**src/rtl/mips_cpu_pkg.sv**
```systemverilog
// Shared widths and the write-back request record used by the CPU write-back path.
package mips_cpu_pkg;

  localparam int REG_ADDR_W = 5;
  localparam int DATA_W     = 32;
  localparam int NUM_REGS   = 1 << REG_ADDR_W;

  typedef struct packed {
    logic [REG_ADDR_W-1:0] reg_addr;
    logic [DATA_W-1:0]     data;
  } wb_req_t;

endpackage

```
**src/rtl/mips_cpu_writeback_arbiter_if.sv**
```systemverilog
// Write-back arbiter bus: ALU/multi-cycle producers, scoreboard queries, register-file port.
// Defining WB_BYPASS_EN adds the fwd_hit_n/fwd_data_n forwarding outputs.
interface mips_cpu_writeback_arbiter_if #(
  parameter int FIFO_DEPTH = 4
);
  import mips_cpu_pkg::*;

  logic                         alu_valid;
  logic [REG_ADDR_W-1:0]        alu_reg;
  logic [DATA_W-1:0]            alu_data;
  logic                         alu_stall;
  logic                         mc_valid;
  logic                         mc_ready;
  logic [REG_ADDR_W-1:0]        mc_reg;
  logic [DATA_W-1:0]            mc_data;
  logic                         issue_valid;
  logic [REG_ADDR_W-1:0]        issue_reg;
  logic [REG_ADDR_W-1:0]        query_reg_1;
  logic [REG_ADDR_W-1:0]        query_reg_2;
  logic                         busy_1;
  logic                         busy_2;
  logic                         rf_write_enable;
  logic [REG_ADDR_W-1:0]        rf_write_reg;
  logic [DATA_W-1:0]            rf_write_data;
  logic                         sb_error;
  logic [$clog2(FIFO_DEPTH):0]  fifo_count;
`ifdef WB_BYPASS_EN
  logic                         fwd_hit_1;
  logic                         fwd_hit_2;
  logic [DATA_W-1:0]            fwd_data_1;
  logic [DATA_W-1:0]            fwd_data_2;
`endif

  // Arbiter side.
  modport slave (
`ifdef WB_BYPASS_EN
    output fwd_hit_1, fwd_hit_2, fwd_data_1, fwd_data_2,
`endif
    input  alu_valid, alu_reg, alu_data, mc_valid, mc_reg, mc_data,
    input  issue_valid, issue_reg, query_reg_1, query_reg_2,
    output alu_stall, mc_ready, busy_1, busy_2,
    output rf_write_enable, rf_write_reg, rf_write_data, sb_error, fifo_count
  );

  // Producer / decode / register-file side.
  modport master (
`ifdef WB_BYPASS_EN
    input  fwd_hit_1, fwd_hit_2, fwd_data_1, fwd_data_2,
`endif
    output alu_valid, alu_reg, alu_data, mc_valid, mc_reg, mc_data,
    output issue_valid, issue_reg, query_reg_1, query_reg_2,
    input  alu_stall, mc_ready, busy_1, busy_2,
    input  rf_write_enable, rf_write_reg, rf_write_data, sb_error, fifo_count
  );

endinterface

```
**src/rtl/mips_cpu_wb_fifo.sv**
```systemverilog
// Small power-of-two FIFO buffering multi-cycle write-back results.
module mips_cpu_wb_fifo
  import mips_cpu_pkg::*;
#(
  parameter int DEPTH = 4
) (
  input  logic                     clk,
  input  logic                     reset,
  input  logic                     push_i,
  input  logic                     pop_i,
  input  wb_req_t                  data_i,
  output wb_req_t                  data_o,
  output logic                     full_o,
  output logic                     empty_o,
  output logic [$clog2(DEPTH):0]   count_o
);
  localparam int PTR_W = $clog2(DEPTH);
  localparam int CNT_W = PTR_W + 1;

  wb_req_t            mem_q [DEPTH];
  logic [PTR_W-1:0]   wr_ptr_q, rd_ptr_q;
  logic [CNT_W-1:0]   count_q;
  logic               do_push, do_pop;

  assign full_o  = (count_q == CNT_W'(DEPTH));
  assign empty_o = (count_q == '0);
  assign count_o = count_q;
  assign data_o  = mem_q[rd_ptr_q];
  assign do_push = push_i && !full_o;
  assign do_pop  = pop_i && !empty_o;

  // Storage needs no reset: occupancy alone decides which entries are live.
  always_ff @(posedge clk) begin
    if (do_push) begin
      mem_q[wr_ptr_q] <= data_i;
    end
  end

  always_ff @(posedge clk) begin
    if (reset) begin
      wr_ptr_q <= '0;
      rd_ptr_q <= '0;
      count_q  <= '0;
    end else begin
      if (do_push) begin
        wr_ptr_q <= wr_ptr_q + PTR_W'(1);
      end
      if (do_pop) begin
        rd_ptr_q <= rd_ptr_q + PTR_W'(1);
      end
      unique case ({do_push, do_pop})
        2'b10:   count_q <= count_q + CNT_W'(1);
        2'b01:   count_q <= count_q - CNT_W'(1);
        default: count_q <= count_q;
      endcase
    end
  end

endmodule

```
**src/rtl/mips_cpu_writeback_arbiter.sv**
```systemverilog
// Merges ALU and multi-cycle results onto the single register-file write port and
// tracks pending multi-cycle destinations. Optional forwarding outputs: WB_BYPASS_EN.
module mips_cpu_writeback_arbiter
  import mips_cpu_pkg::*;
#(
  parameter int FIFO_DEPTH   = 4,
  parameter int STARVE_LIMIT = 4
) (
  input  logic                         clk,
  input  logic                         reset,
  mips_cpu_writeback_arbiter_if.slave  bus
);
  localparam int CNT_W = $clog2(FIFO_DEPTH) + 1;
  localparam int SC_W  = $clog2(STARVE_LIMIT + 1);
  localparam logic [SC_W-1:0] STARVE_MAX = SC_W'(STARVE_LIMIT);

  wb_req_t               mc_req, fifo_head, winner;
  logic                  fifo_full, fifo_empty, fifo_push, fifo_pop;
  logic                  forced, alu_take;
  logic [CNT_W-1:0]      fifo_count;
  logic [SC_W-1:0]       starve_q, starve_d;
  logic [NUM_REGS-1:0]   pending_q, pending_d;
  logic                  sb_error_q, sb_error_d;
  logic                  rf_we_q, rf_we_d;
  logic [REG_ADDR_W-1:0] rf_reg_q;
  logic [DATA_W-1:0]     rf_data_q;

  assign bus.mc_ready = !fifo_full && !reset;
  assign fifo_push    = bus.mc_valid && bus.mc_ready;

  always_comb begin
    mc_req.reg_addr = bus.mc_reg;
    mc_req.data     = bus.mc_data;
  end

  mips_cpu_wb_fifo #(
    .DEPTH (FIFO_DEPTH)
  ) u_fifo (
    .clk     (clk),
    .reset   (reset),
    .push_i  (fifo_push),
    .pop_i   (fifo_pop),
    .data_i  (mc_req),
    .data_o  (fifo_head),
    .full_o  (fifo_full),
    .empty_o (fifo_empty),
    .count_o (fifo_count)
  );

  // A starved FIFO head pre-empts the ALU, which then has to hold its result.
  always_comb begin
    forced   = (starve_q == STARVE_MAX) && !fifo_empty;
    fifo_pop = !fifo_empty && (forced || !bus.alu_valid);
    alu_take = bus.alu_valid && !forced;

    winner.reg_addr = bus.alu_reg;
    winner.data     = bus.alu_data;
    if (fifo_pop) begin
      winner = fifo_head;
    end
    rf_we_d = (fifo_pop || alu_take) && (winner.reg_addr != '0);

    starve_d = starve_q;
    if (fifo_empty || fifo_pop) begin
      starve_d = '0;
    end else if (starve_q != STARVE_MAX) begin
      starve_d = starve_q + SC_W'(1);
    end
  end

  // Clear before set so a same-cycle issue to the retiring register keeps it pending.
  always_comb begin
    pending_d = pending_q;
    if (fifo_pop) begin
      pending_d[fifo_head.reg_addr] = 1'b0;
    end
    if (bus.issue_valid) begin
      pending_d[bus.issue_reg] = 1'b1;
    end
    pending_d[0] = 1'b0;

    sb_error_d = sb_error_q ||
                 (bus.issue_valid && (bus.issue_reg != '0) && pending_q[bus.issue_reg]);
  end

  always_ff @(posedge clk) begin
    if (reset) begin
      starve_q   <= '0;
      pending_q  <= '0;
      sb_error_q <= 1'b0;
      rf_we_q    <= 1'b0;
      rf_reg_q   <= '0;
      rf_data_q  <= '0;
    end else begin
      starve_q   <= starve_d;
      pending_q  <= pending_d;
      sb_error_q <= sb_error_d;
      rf_we_q    <= rf_we_d;
      rf_reg_q   <= winner.reg_addr;
      rf_data_q  <= winner.data;
    end
  end

  assign bus.alu_stall       = bus.alu_valid && forced;
  assign bus.busy_1          = pending_q[bus.query_reg_1];
  assign bus.busy_2          = pending_q[bus.query_reg_2];
  assign bus.rf_write_enable = rf_we_q;
  assign bus.rf_write_reg    = rf_reg_q;
  assign bus.rf_write_data   = rf_data_q;
  assign bus.sb_error        = sb_error_q;
  assign bus.fifo_count      = fifo_count;

`ifdef WB_BYPASS_EN
  // Covers the cycle where the register file still returns the pre-write value.
  assign bus.fwd_hit_1  = rf_we_q && (rf_reg_q == bus.query_reg_1) && (bus.query_reg_1 != '0);
  assign bus.fwd_hit_2  = rf_we_q && (rf_reg_q == bus.query_reg_2) && (bus.query_reg_2 != '0);
  assign bus.fwd_data_1 = rf_data_q;
  assign bus.fwd_data_2 = rf_data_q;
`endif

endmodule

```
**src/flat_wrapper.sv**
```systemverilog
// flat-port wrapper written by rule: the top's interface ports become plain ports
module mips_cpu_writeback_arbiter_flat import mips_cpu_pkg::*;
#(
  parameter int FIFO_DEPTH   = 4,
  parameter int STARVE_LIMIT = 4
)
  (clk, reset, bus_alu_valid, bus_alu_reg, bus_alu_data, bus_mc_valid, bus_mc_reg, bus_mc_data, bus_issue_valid, bus_issue_reg, bus_query_reg_1, bus_query_reg_2, bus_alu_stall, bus_mc_ready, bus_busy_1, bus_busy_2, bus_rf_write_enable, bus_rf_write_reg, bus_rf_write_data, bus_sb_error, bus_fifo_count);
  mips_cpu_writeback_arbiter_if #(.FIFO_DEPTH(FIFO_DEPTH)) bus_i ();
  input  logic clk;
  input  logic reset;
  input wire logic [$bits(bus_i.alu_valid)-1:0] bus_alu_valid;
  input wire logic [$bits(bus_i.alu_reg)-1:0] bus_alu_reg;
  input wire logic [$bits(bus_i.alu_data)-1:0] bus_alu_data;
  input wire logic [$bits(bus_i.mc_valid)-1:0] bus_mc_valid;
  input wire logic [$bits(bus_i.mc_reg)-1:0] bus_mc_reg;
  input wire logic [$bits(bus_i.mc_data)-1:0] bus_mc_data;
  input wire logic [$bits(bus_i.issue_valid)-1:0] bus_issue_valid;
  input wire logic [$bits(bus_i.issue_reg)-1:0] bus_issue_reg;
  input wire logic [$bits(bus_i.query_reg_1)-1:0] bus_query_reg_1;
  input wire logic [$bits(bus_i.query_reg_2)-1:0] bus_query_reg_2;
  output wire logic [$bits(bus_i.alu_stall)-1:0] bus_alu_stall;
  output wire logic [$bits(bus_i.mc_ready)-1:0] bus_mc_ready;
  output wire logic [$bits(bus_i.busy_1)-1:0] bus_busy_1;
  output wire logic [$bits(bus_i.busy_2)-1:0] bus_busy_2;
  output wire logic [$bits(bus_i.rf_write_enable)-1:0] bus_rf_write_enable;
  output wire logic [$bits(bus_i.rf_write_reg)-1:0] bus_rf_write_reg;
  output wire logic [$bits(bus_i.rf_write_data)-1:0] bus_rf_write_data;
  output wire logic [$bits(bus_i.sb_error)-1:0] bus_sb_error;
  output wire logic [$bits(bus_i.fifo_count)-1:0] bus_fifo_count;
  assign bus_i.alu_valid = bus_alu_valid;
  assign bus_i.alu_reg = bus_alu_reg;
  assign bus_i.alu_data = bus_alu_data;
  assign bus_i.mc_valid = bus_mc_valid;
  assign bus_i.mc_reg = bus_mc_reg;
  assign bus_i.mc_data = bus_mc_data;
  assign bus_i.issue_valid = bus_issue_valid;
  assign bus_i.issue_reg = bus_issue_reg;
  assign bus_i.query_reg_1 = bus_query_reg_1;
  assign bus_i.query_reg_2 = bus_query_reg_2;
  assign bus_alu_stall = bus_i.alu_stall;
  assign bus_mc_ready = bus_i.mc_ready;
  assign bus_busy_1 = bus_i.busy_1;
  assign bus_busy_2 = bus_i.busy_2;
  assign bus_rf_write_enable = bus_i.rf_write_enable;
  assign bus_rf_write_reg = bus_i.rf_write_reg;
  assign bus_rf_write_data = bus_i.rf_write_data;
  assign bus_sb_error = bus_i.sb_error;
  assign bus_fifo_count = bus_i.fifo_count;
  mips_cpu_writeback_arbiter #(.FIFO_DEPTH(FIFO_DEPTH), .STARVE_LIMIT(STARVE_LIMIT)) u_core (.clk(clk), .reset(reset), .bus(bus_i));
endmodule
```
**config.mk**
```make
export PLATFORM = sky130hd
export DESIGN_NAME = mips_cpu_writeback_arbiter_flat
export DESIGN_NICKNAME = d
export VERILOG_FILES = /design/src/rtl/mips_cpu_pkg.sv /design/src/rtl/mips_cpu_writeback_arbiter_if.sv /design/src/rtl/mips_cpu_wb_fifo.sv /design/src/rtl/mips_cpu_writeback_arbiter.sv /design/src/flat_wrapper.sv
export SDC_FILE = /design/constraint.sdc
export NUM_CORES = 1
export LEC_CHECK = 0
export CAP_MARGIN = 20
export CORE_ASPECT_RATIO = 1.25
export CORE_MARGIN = 3
export CORE_UTILIZATION = 30
export DETAILED_ROUTE_END_ITERATION = 10
export DONT_BUFFER_PORTS = 1
export HOLD_SLACK_MARGIN = 0.02
export RECOVER_POWER = 100
export SETUP_SLACK_MARGIN = 0.5
export SYNTH_ARGS = -nofsm -noshare
export SYNTH_HDL_FRONTEND = slang
export SYNTH_HIERARCHICAL = 1
export SYNTH_SLANG_ARGS = --single-unit
```
**constraint.sdc**
```tcl
create_clock -name clk -period 3.5 [get_ports clk]
set_input_delay 0.175 -clock clk [delete_from_list [all_inputs] [get_ports clk]]
set_output_delay 0.175 -clock clk [all_outputs]
set_load 0.1 [all_outputs]
```
### Word level (Yosys, flattened, before mapping)

Memories as Yosys holds them, arrays and structs flattened. A register that Yosys moved wholly into a read port is not among the register bits.
Cells that the tools add are included.

* $add $sub $neg: 5
* $lt $le $gt $ge: 6
* eq/ne operators: 5
* multiplexer cells: 18
* bitwise operators: 3
* reductions and logical operators: 27

Operator list (count)
* $mux 32: 2
* $mux 37: 1
* $and 32x32->32: 1
* $not 32->32: 1
* $or 32x32->32: 1
* $lt 5x6->1 const B: 4
* $bmux 1 s5: 3
* $logic_and 1x1->1: 13
* $demux 1 s5: 2
* $ge 5x1->1 const B: 2
* $reduce_bool 5->1: 2
* $mux 1: 7
* $add 3x1->3 const B: 2
* $eq 3x3->1 const B: 2
* $pmux 3 s2: 1
* $logic_not 1->1: 5
* $add 2x1->2 const B: 2
* $logic_or 1x1->1: 4
* $mux 2: 2
* $logic_not 3->1: 1
* $ne 3x3->1 const B: 1
* $sub 3x1->3 const B: 1
* $eq 2x1->1 const B: 1
* $eq 2x2->1 const B: 1
* 2 further kinds: 2

* register bits: 81
* bits in writable memories: 148
* input bits: 94
* output and inout port bits: 46
* logic and storage cells: 75
* memories kept: 1

Memories
* u_core.u_fifo.mem_q: words 4, bits a word 37, rd ports 1, clocked after memory_dff 1, wr ports 1, line mips_cpu_wb_fifo.sv:20 `wb_req_t mem_q [DEPTH];`

### Longest topological paths before layout

* word-level depth: 9
* gate-level depth with buffers: 14
* depth with buffers taken out: 13

### Hierarchy

Netlist, hierarchy kept.

By module, submodules not included
* mips_cpu_wb_fifo: instances 1, cells each 247, area each 5866.9 µm², sequential area each 4624.4 µm²
* mips_cpu_writeback_arbiter: instances 1, cells each 425, area each 3577.2 µm², sequential area each 1461.4 µm²

### Worst setup path before layout

OpenSTA, ideal clock, no wires.

* path type: reg-to-reg
* start point: register u_core.u_fifo.count_q[1] (netlist: u_core/u_fifo/count_o[1])
* end point: memory u_core/u_fifo/mem_q[0][0] (netlist bit) (enable)
* setup time: 398 ps
* arrival time: 3984 ps
* data required time: 3102 ps
* path slack: -882 ps
* stages on the path, launching flop included: 7
* buffers on the path: 0
* clock period less this slack: 4382 ps
* path through: dfxtp_1 -> nor3b_2 -> nor2_1 -> and2_1 -> inv_1 -> nor2_1 -> and2_1

* longest elaborated chain between the ends: 7

Ends and longest elaborated chain
* from (decl): line mips_cpu_wb_fifo.sv:22 `logic [CNT_W-1:0] count_q;`
* from (signal assigned): line mips_cpu_wb_fifo.sv:52 `2'b10: count_q <= count_q + CNT_W'(1);`
* from (signal assigned): line mips_cpu_wb_fifo.sv:53 `2'b01: count_q <= count_q - CNT_W'(1);`
* from (signal assigned): line mips_cpu_wb_fifo.sv:54 `default: count_q <= count_q;`
* $eq 3x3->1: line mips_cpu_wb_fifo.sv:25 `assign full_o = (count_q == CNT_W'(DEPTH));`
* named net u_core.fifo_full: line mips_cpu_writeback_arbiter.sv:18 `logic fifo_full, fifo_empty, fifo_push, fifo_pop;`
* $logic_not 1->1: line mips_cpu_writeback_arbiter.sv:28 `assign bus.mc_ready = !fifo_full && !reset;`
* $logic_and 1x1->1: line mips_cpu_writeback_arbiter.sv:28
* named net bus_mc_ready: line flat_wrapper.sv:22 `output wire logic [$bits(bus_i.mc_ready)-1:0] bus_mc_ready;`
* $logic_and 1x1->1: line mips_cpu_writeback_arbiter.sv:29 `assign fifo_push = bus.mc_valid && bus.mc_ready;`
* named net u_core.fifo_push: line mips_cpu_writeback_arbiter.sv:18
* $logic_and 1x1->1: line mips_cpu_wb_fifo.sv:29 `assign do_push = push_i && !full_o;`
* $mux 1: line mips_cpu_wb_fifo.sv:34 `if (do_push) begin`
* $mux 1 (not written as such): line mips_cpu_wb_fifo.sv:35 `mem_q[wr_ptr_q] <= data_i;`
* to (decl): line mips_cpu_wb_fifo.sv:20

The timed path passes the listed nets, and every way through them passes these cells.

### Worst setup path in the final report

* start point: register u_core.u_fifo.count_q[2] (netlist: u_core/u_fifo/count_o[2])
* end point: register u_core.u_fifo.count_q[2] (netlist: u_core/u_fifo/count_o[2])

* longest elaborated chain between the ends: 8
* elaborated cells between the ends (all ways): 17
* those cells by class: add/sub: 2; eq/ne: 3; mux: 1; reduce/logical: 11

Ends and longest elaborated chain
* $logic_not 3->1 *: line mips_cpu_wb_fifo.sv:26 `assign empty_o = (count_q == '0);`
* $logic_not 1->1 *: line mips_cpu_wb_fifo.sv:30, mips_cpu_writeback_arbiter.sv:52, mips_cpu_writeback_arbiter.sv:53
* $logic_and 1x1->1: line mips_cpu_writeback_arbiter.sv:52 `forced = (starve_q == STARVE_MAX) && !fifo_empty;`
* $logic_or 1x1->1: line mips_cpu_writeback_arbiter.sv:53 `fifo_pop = !fifo_empty && (forced || !bus.alu_valid);`
* $logic_and 1x1->1: line mips_cpu_writeback_arbiter.sv:53
* $logic_and 1x1->1 *: line mips_cpu_wb_fifo.sv:30 `assign do_pop = pop_i && !empty_o;`
* named net u_core.u_fifo.do_pop: line mips_cpu_wb_fifo.sv:23 `logic do_push, do_pop;`
* $eq 2x1->1 or $eq 2x2->1 (tied branches): line mips_cpu_wb_fifo.sv:51 `unique case ({do_push, do_pop})`
* $pmux 3 s2 or $reduce_bool 2->1 (tied branches)

The timed path passes the listed nets; every way through them passes the cells marked *.
A chain may end at the register's enable or synchronous reset.

==> summary.md <==
| Metric | Value |
|---|---|
| First-pass iteration count of the detailed router | 4 |
| Top cells by area, synth | edfxtp_1 (47%), dfxtp_1 (17%), mux4_2 (12%), nand2_1 (4.7%), a21oi_1 (4.0%) |
| Pwr dens | 546 nW/um2 |
| Worst Tran Pin Value | 1.31 ns |
| FP Rows | 72 |
| Initial Util | 30.5% |
| Fin. Hold Viols | 0 |
| Overflow after GRT | 0 |
| Setup TNS | 0 ns |
| Worst Setup Start Kind | flip-flop |
| Total Power | 6290 uW |
| Post-synth EDFFs | 148 |
| Die area | 33,700 um2 |
| Final Max Slew Viols | 0 |
| CTS root buffer | clkbuf_16 |
| DRT antenna net count | 0 |
| Worst Hold End | u_core/pending_q[21] |
| Synth area leader | edfxtp_1 |
| Synth Flop Type | edfxtp_1 |
| Via count | 5,897 |
| CTS Buffer Depth | 3 |
| Max reg flops | 148 |
| Share of cells above drive strength 1 | 15.0% |
| DP Wirelength | 14,300 um |
| Max_slew headroom | 12.9% |
| Largest net degree at the start of global routing | 82 |
| Final setup viols | 0 |
| Synthesized area | 9440 um2 |
| Status | finished, final reports clean |
| Syn avg cell area | 14.1 um2 |
| Launch point of the worst reg-to-reg path | u_core/u_fifo/count_o[2] |
| Post-synth top area share | 47.1% |
| Vias/cell | 4.98 |
| GRT Total Usage | 13.6% |
| CP Launch Point | u_core/u_fifo/count_o[2] |
| Antenna violations before repair | 2 |
| CTS tree | yes |
| Max-Cap Viols | 0 |
| Count of input and output buffers | 0 |
| WL/cell | 19.3 um |
| R2r setup slk | 0.52 ns |
| Synth warnings | 6 |
| 1st-iter DRT viols | 323 |
| Global-route wire length before repair | 35,400 um |
| Max Fanout on Critical Path | 4 |
| Post-synth cell types | 46 |
| Hold Crit Depth | 3 |
| Gp weighted congestion | 0.799 |
| H-tree Lvls | 1 |
| Peak supply drop | 0.000467 V |
| IO Count | 140 |
| Crit path arrival time | 3.43 ns |
| Kind of critical path | flip-flop to flip-flop |
| Register area share after synthesis | 64.4% |
| Largest reg by FF count | u_core/u_fifo/mem_q |
| CORE AREA | 31,000 um2 |
| Syn nets | 774 |
| Yosys reg bits | 230 |
| Width of the die | 165 um |
| Hold Path Class | primary input to flip-flop |
| Worst clock skew | 0.0173 ns |
| Post-synth ARST share | 0% |
| CP Capture Type | flip-flop |
| Number of global-route vias before repair | 6,116 |
| FMAX | 336 MHz |
| Residual DRC | 0 |
| Post-Route WL | 22,900 um |
| Fin crit share | 85.1% |
| RSZ-0062 raised after global routing | no |
| HP Start | bus_issue_reg[4] |
| Pleak | 0.00385 uW |
| Worst R2R Path Depth | 9 |
| Min cycle time layout | 2.98 ns |
| Nets | 861 |
| Area growth syn-to-layout | 21.9% |
| Clk slew on worst S/H paths | 0.07 ns |
| Cts bufs inserted | 25 |
| Antenna cells | 0 |
| CP required | 3.96 ns |
| Synth Instances | 672 |
| Chip height | 204 um |
| RR Endpoint | u_core/u_fifo/count_o[2] |
| Worst-Skew Late Latency | 0.53 ns |
| Clock sink total | 230 |
-- report_power, final --
part	total (uW)	switching, uW	internal (uW)
Sequential	3310	332	2970
Clock	2540	1080	1470
Combinational	441	254	186
-- critical path, stage by stage, from the launching register on --
cell and delay (ns):
dfxtp_1 0.34, clkbuf_1 0.96, o31ai_1 0.22, inv_1 0.12, ha_1 0.18, inv_1 0.06, fa_1 0.37, xor2_1 0.16
or3_1 0.33, a21oi_1 0.16
-- cells by family (layout without fill, tap and decap cells) --
| kind of cell | after synthesis | after routing | share of synthesized area (%) |
|---|---|---|---|
| XOR/XNOR | 3 | 3 | 0.278 |
| adder cells (fa/ha/maj) | 8 | 8 | 1.14 |
| AND/OR/NAND/NOR | 183 | 183 | 8.80 |
| AO/OA/AOI/OAI | 120 | 120 | 6.77 |
| multiplexers | 74 | 74 | 15.7 |
| buffers and inverters | 54 | 160 | 2.87 |
| flip-flops | 230 | 230 | 64.4 |
-- synth_stat cells (all sizes together) (4+ instances only) --
library cell	instances
a21oi	76
and2	5
and3	4
buf	16
clkbuf	24
dfxtp	82
edfxtp	148
ha	7
inv	14
mux2	5
mux2i	12
mux4	57
nand2	117
nor2	18
nor3	6
nor3b	5
nor4	5
o21ai	34
or3	5
-- layout make-up --
cell class / count / area [um2]
timing repair buffer: 100 / 956
clock inverter: 16 / 134
inverter: 14 / 52.6
tap: 407 / 509
clock buffer: 30 / 674
fill: 2961 / 19500
sequential: 230 / 6090
multi-input combinational: 388 / 3100
-- through the flow --
step	setup WS, ns	hold slack (ns)	utilization, %	cells	cell area (um2)
6_report	0.522	0.0601	37.1	1185	11500
2_1_floorplan	0.594	0.274	-	672	9460
3_5_place_dp	1.03	0.255	31.9	1052	9890
3_3_place_gp	1.11	0.252	31.9	1052	9890
4_1_cts	0.963	0.0207	37.4	1185	11600
5_1_grt	0.420	0.0382	37.1	1185	11500
-- layer usage --
| metal | global-route usage [%] | up-vias | routed length (um) |
|---|---|---|---|
| met1 | 16.8 | 2959 | 9280 |
| li1 | - | 2704 | - |
| met3 | 3.57 | 36 | 1670 |
| met2 | 23.7 | 194 | 11500 |
| met4 | 3.39 | 4 | 373 |
| met5 | 0 | - | 21 |
-- timing repair --
| action | CTS | global route |
|---|---|---|
| hold endpoints to repair | 230 | 0 |
| hold buffers | 87 | 0 |
| gates resized for setup | 0 | 0 |
| setup buffers | 0 | 0 |
-- how the worst max path moves through the flow --
| stage | endpoint | slack (ns) | cells past startpoint |
|---|---|---|---|
| 2_1_floorplan | u_core/u_fifo/count_o[2] | 0.59 | 13 |
| 3_3_place_gp | u_core/u_fifo/count_o[2] | 1.11 | 12 |
| 3_5_place_dp | u_core/u_fifo/count_o[2] | 1.03 | 12 |
| 4_1_cts | bus_busy_2 | 0.96 | 3 |
| 5_1_grt | u_core/u_fifo/count_o[2] | 0.42 | 9 |
| 6_report | u_core/u_fifo/count_o[2] | 0.52 | 9 |
-- cells in the final DEF, fill, tap and decap left out, types with 3 or more instances in the layout --
master | synthesis | layout
or3_1 | 5 | 5
mux2i_1 | 12 | 12
mux2_2 | 5 | 3
nand3b_1 | 3 | 3
nor4_1 | 5 | 5
xor2_1 | 3 | 3
o21ai_0 | 34 | 34
buf_4 | 0 | 3
edfxtp_1 | 148 | 148
dlygate4sd3_1 | 0 | 86
inv_1 | 14 | 13
ha_1 | 7 | 7
nand2b_1 | 3 | 3
and2_2 | 0 | 4
nand4b_1 | 3 | 3
dfxtp_1 | 82 | 80
clkinv_2 | 0 | 6
mux4_2 | 51 | 51
clkbuf_8 | 0 | 3
clkbuf_16 | 0 | 25
clkbuf_1 | 23 | 6
nor3b_1 | 4 | 5
nor2_1 | 18 | 16
nor3_1 | 6 | 6
clkbuf_2 | 1 | 6
a21oi_1 | 76 | 76
inv_6 | 0 | 4
nand2_1 | 117 | 117
mux4_1 | 6 | 6
and3_1 | 4 | 4
(Power assumes the default switching activity.)
